## src/rtl/clk_meter_pkg.sv

```systemverilog
// rtl/clk_meter_pkg.sv - shared types and constants for the clock period meter
package clk_meter_pkg;

    typedef enum logic [1:0] {
        IDLE,
        WAIT_RISE,
        MEAS
    } meter_state_t;

    localparam int SYNC_STAGES = 2;

endpackage

```

## src/rtl/sync_edge_det.sv

```systemverilog
// rtl/sync_edge_det.sv - synchronizer plus delay flop producing rise/fall strobes
module sync_edge_det
    import clk_meter_pkg::*;
#(
    parameter int STAGES = SYNC_STAGES
) (
    input  logic clk,
    input  logic rst,
    input  logic din,
    output logic rise,
    output logic fall
);

    logic [STAGES-1:0] sync_q;
    logic              dly;

    // Shift the async input through the synchronizer, then keep one cycle of history
    always_ff @(posedge clk or posedge rst) begin
        if (rst) begin
            sync_q <= '0;
            dly    <= 1'b0;
        end else begin
            sync_q <= {sync_q[STAGES-2:0], din};
            dly    <= sync_q[STAGES-1];
        end
    end

    assign rise = sync_q[STAGES-1] & ~dly;
    assign fall = ~sync_q[STAGES-1] & dly;

endmodule

```

## src/rtl/clk_period_meter.sv

```systemverilog
// rtl/clk_period_meter.sv - measures period/high time of a slow async clock and reports lock
module clk_period_meter
    import clk_meter_pkg::*;
#(
    parameter int CNT_W    = 16,
    parameter int LOCK_CNT = 4,
    parameter int TOL      = 1
) (
    input  logic             clk,
    input  logic             rst,
    input  logic             en,
    input  logic             meas_clk,
    output logic [CNT_W-1:0] period,
    output logic [CNT_W-1:0] high_time,
    output logic             valid,
    output logic             locked,
    output logic             timeout
);

    localparam logic [CNT_W-1:0] CNT_MAX  = '1;
    localparam logic [3:0]       LOCK_MAX = 4'(LOCK_CNT);
    localparam logic [CNT_W:0]   TOL_W    = (CNT_W+1)'(TOL);

    meter_state_t     state, state_next;
    logic             rise, fall;
    logic [CNT_W-1:0] cnt, hi_next, prev_period;
    logic             hi_seen, have_prev;
    logic [3:0]       match_cnt, match_inc;
    logic             publish, expire;
    logic [CNT_W:0]   diff;
    logic             close_enough;

    sync_edge_det #(.STAGES(SYNC_STAGES)) u_edge (
        .clk  (clk),
        .rst  (rst),
        .din  (meas_clk),
        .rise (rise),
        .fall (fall)
    );

    // Magnitude of the change from the previous period; the first period has no predecessor
    always_comb begin
        diff = '0;
        if (cnt >= prev_period) diff = {1'b0, cnt} - {1'b0, prev_period};
        else                    diff = {1'b0, prev_period} - {1'b0, cnt};
        close_enough = have_prev && (diff <= TOL_W);
        match_inc    = (match_cnt == LOCK_MAX) ? LOCK_MAX : match_cnt + 4'd1;
    end

    // State register
    always_ff @(posedge clk or posedge rst) begin
        if (rst) state <= IDLE;
        else     state <= state_next;
    end

    // Next state plus the publish/expire strobes that drive the datapath
    always_comb begin
        state_next = state;
        publish    = 1'b0;
        expire     = 1'b0;
        if (!en) begin
            state_next = IDLE;
        end else begin
            case (state)
                IDLE:      state_next = WAIT_RISE;
                WAIT_RISE: if (rise) state_next = MEAS;
                MEAS: begin
                    if (rise) begin
                        publish = 1'b1;
                    end else if (cnt == CNT_MAX) begin
                        expire     = 1'b1;
                        state_next = WAIT_RISE;
                    end
                end
                default:   state_next = IDLE;
            endcase
        end
    end

    // Counter, result registers and lock tracking
    always_ff @(posedge clk or posedge rst) begin
        if (rst) begin
            cnt         <= '0;
            hi_next     <= '0;
            hi_seen     <= 1'b0;
            prev_period <= '0;
            have_prev   <= 1'b0;
            match_cnt   <= '0;
            period      <= '0;
            high_time   <= '0;
            valid       <= 1'b0;
            locked      <= 1'b0;
            timeout     <= 1'b0;
        end else begin
            valid   <= publish;
            timeout <= expire;
            if (!en || state == IDLE) begin
                cnt       <= '0;
                hi_seen   <= 1'b0;
                have_prev <= 1'b0;
                match_cnt <= '0;
                locked    <= 1'b0;
            end else if (state == WAIT_RISE) begin
                if (rise) begin
                    cnt     <= CNT_W'(1);
                    hi_seen <= 1'b0;
                    hi_next <= '0;
                end
            end else if (rise) begin
                period      <= cnt;
                high_time   <= hi_seen ? hi_next : '0;
                cnt         <= CNT_W'(1);
                hi_seen     <= 1'b0;
                prev_period <= cnt;
                have_prev   <= 1'b1;
                if (close_enough) begin
                    match_cnt <= match_inc;
                    locked    <= (match_inc == LOCK_MAX);
                end else begin
                    match_cnt <= '0;
                    locked    <= 1'b0;
                end
            end else if (cnt == CNT_MAX) begin
                cnt       <= '0;
                have_prev <= 1'b0;
                match_cnt <= '0;
                locked    <= 1'b0;
            end else begin
                cnt <= cnt + CNT_W'(1);
                if (fall) begin
                    hi_next <= cnt;
                    hi_seen <= 1'b1;
                end
            end
        end
    end

endmodule
```

## config.mk

```make
export PLATFORM = sky130hd
export DESIGN_NAME = clk_period_meter
export DESIGN_NICKNAME = d
export VERILOG_FILES = /design/src/rtl/clk_meter_pkg.sv /design/src/rtl/sync_edge_det.sv /design/src/rtl/clk_period_meter.sv
export SDC_FILE = /design/constraint.sdc
export NUM_CORES = 1
export LEC_CHECK = 0
export ABC_CLOCK_PERIOD_IN_PS = 3800
export BUFFER_PORTS_ARGS = -buffer_cell sky130_fd_sc_hd__buf_2
export CAP_MARGIN = 30
export CORE_UTILIZATION = 40
export DETAILED_ROUTE_END_ITERATION = 6
export GPL_TIMING_DRIVEN = 0
export HOLD_SLACK_MARGIN = 0.1
export REMOVE_ABC_BUFFERS = 1
export SLEW_MARGIN = 20
export SYNTH_ARGS = -nofsm -noshare
export SYNTH_HDL_FRONTEND = slang
export SYNTH_SLANG_ARGS = --single-unit
```

## constraint.sdc

```tcl
create_clock -name clk -period 3.8 [get_ports clk]
set_input_delay 0.76 -clock clk [delete_from_list [all_inputs] [get_ports clk]]
set_output_delay 0.76 -clock clk [all_outputs]
set_load 0.01 [all_outputs]
```

==> impl_metrics.tcl <==
set metrics [dict create \
    insertion_delay_ns 0.35 \
    root_buffer "clkbuf_16" \
    ff2ff_setup_slack_ns 0.33 \
    synth_enable_flop_cells 0 \
    holdBufCountCts 0 \
    cts_buffer_depth 2 \
    hpwlAfterDp_mm 8.751 \
    cp_slowest_stage_delay_ns 0.57 \
    period_share 0.9132 \
    finalSetupViolCount 0 \
    final.fill_count 1255 \
    cp-start-kind "flip-flop" \
    ys_seq_area_frac 0.3766 \
    port_buffers 38 \
    grt_pass1_vias 4040 \
    cts_num_sinks 78 \
    postCtsSetupBuffers 0 \
    initialDrtViolationCount 165 \
    r2r_cells 12 \
    area.sequential_um2 1952 \
    grt_overflow 0 \
    start_util 0.4107 \
    netlist_area_um2 5182 \
    place_congestion 0.8362 \
    die_w_um 115.8 \
    timing.rr.start "prev_period[5]" \
    wl_mm 12.32 \
    vias_per_cell 5.340 \
    cp_cell_sequence "inv_1 -> ha_1 -> nand4_4 -> nor4_4 -> a21oi_2 -> o21ai_2 -> o21bai_4 -> mux2_2 -> xnor2_1 -> a21oi_1 -> nand3_1 -> a21oi_1" \
    yosysWarnings 0 \
    rsz0062_at_grt "no" \
    die_area_um2 13420 \
    final_cells 808 \
    firstDrtPassIters 4 \
    numCtsBuffers 9 \
    hold_path.startpoint "u_edge.sync_q[0]" \
    drtAntennaViolNets 0 \
    p_leak_nw 2.709 \
    ir_worst_vdd_mv 0.2016 \
    final_layout_size_suffix_gt1_frac 0.1336 \
    placedCellCount 792 \
    wl_per_cell_um 15.25 \
    grt.total_usage 0.1950 \
    drv_cap 0 \
    holdPathStages 0 \
    hold_viol 0 \
    grt_pass1_wl_mm 19.92 \
    fmax_mhz 288.2 \
    async_reset_ff_frac 1.000 \
    fin_crit_ns 3.470 \
    mostFrequentLayoutCell "nand2_1" \
    final_cell_mix "nand2_1, dfrtp_1, o21ai_0" \
    r2r_end "match_cnt[2]" \
    setup-tns-final_ns 0 \
    row_count 41 \
    antenna_found_initial 0 \
    cts_tree "done" \
    synthFlopType "dfrtp_1" \
    place_ws_ns 0.3792 \
    n_antenna_cell 0 \
    grt_max_degree 66 \
    fin_area_um2 5814 \
    postSynthAreaPerCell_um2 8.482 \
    worstSetupPathType "reg2reg" \
    cts_resized 0 \
    core_um2 12620 \
    syn_inst 611 \
    crit_top_cell "a21oi_1" \
    die_h_um 115.8 \
    syn_to_final_growth_pct 12.19 \
    crit_arrival_ns 3.75 \
    synth-seq-cells 78 \
    drc_errors 0 \
    status "finished, final reports clean" \
    cp_max_fo 13 \
    powerDensity_nw_per_um2 346.4 \
    path_clk_slew_ns 0.06 \
    cts-htree-levels 3 \
    multi_input_area_um2 2897 \
    cp.required_ns 4.08 \
    cp-end-kind "flip-flop" \
    hold_class "reg2reg" \
    fin_nets 674 \
    max_slew_margin 0.3817 \
    timing.final.ws_setup_ns 0.3298 \
    whs_endpoint "u_edge.sync_q[1]" \
    finalPower_w 0.002014 \
    placed_cell_area_um2 5479 \
    cp_slowest_cell "ha_1" \
    ios 39 \
    drv_slew 0 \
    vias 4315 \
    clock_skew_ns 0.01011 \
    ys_types 61 \
    tightest_slew_ns 0.9241 \
]
where the power goes:
part           internal, W  switching, W
Combinational    0.0000719      0.000126
Sequential        0.000839     0.0000129
Clock             0.000628      0.000336
Total              0.00154      0.000475
cells in the mapped netlist, types with 8 or more instances:
master	number	area, um^2
nand2_1	103	386.6
dfrtp_1	78	1952
o21ai_0	72	360.4
inv_1	48	180.2
ha_1	37	462.9
a21oi_1	31	155.2
nor2_1	30	112.6
o31ai_1	19	142.6
a21o_1	14	105.1
buf_2	12	60.06
clkbuf_1	12	45.04
nand3_1	11	55.05
nor3_1	10	50.05
xnor2_1	10	87.58
a31oi_1	8	50.05
o21ai_1	8	40.04
critical path, delay by kind of cell, from the launching register on:
kind / cells / cell delay (ns)
AND/OR/NAND/NOR: 3 / 0.76
buffers and inverters: 1 / 0.06
multiplexers: 1 / 0.39
adder cells (fa/ha/maj): 1 / 0.57
XOR/XNOR: 1 / 0.13
AO/OA/AOI/OAI: 5 / 1.07
flip-flops: 1 / 0.40
logic make-up after synthesis:
kind of cell	share of synthesized area
simple gates	0.1970
compound gates	0.2335
buf+inv	0.06760
flops	0.3766
fa+ha+maj	0.09705
xor+xnor	0.02197
mux	0.006277
layout make-up:
cell class,instances,area share
repair buffers,40,0.04003
clock inverters,3,0.01119
clock buffers,13,0.04648
flip-flops and latches,78,0.3357
multi-input cells,454,0.4982
well taps,172,0.03701
inverters,48,0.03142
sequential cells by signal (all words and copies together), names as in the netlist:
register       flops
cnt               16
have_prev          1
hi_next           16
hi_seen            1
high_time         16
locked             1
match_cnt          4
prev_period       16
state              2
timeout            1
u_edge.dly         1
u_edge.sync_q      2
valid              1
how the worst max path moves through the flow:
stage | cells after the start | start | end
CTS | 12 | prev_period[5] | match_cnt[2]
global placement | 5 | state[1] | hi_next[15]
global route | 12 | prev_period[5] | match_cnt[2]
floorplan | 13 | cnt[0] | match_cnt[0]
finish | 12 | prev_period[5] | match_cnt[2]
detailed placement | 12 | prev_period[5] | match_cnt[2]
stage by stage:
stage / util / hold WS (ns)
after floorplan: - / 0.3312
after CTS: 0.4607 / 0.3657
after global routing: 0.4607 / 0.3800
final: 0.4607 / 0.3640
after global placement: 0.4293 / 0.3368
after detailed placement: 0.4342 / 0.3511
metal layers:
layer / up-vias / part of all wire / global-route usage
met5: - / 0 / 0
met4: 0 / 0.016 / 0.07094
met3: 13 / 0.030 / 0.04341
met2: 60 / 0.46 / 0.3127
met1: 2081 / 0.49 / 0.2578
li1: 2161 / - / -
No activity file was read; power rests on OpenSTA's default activity.
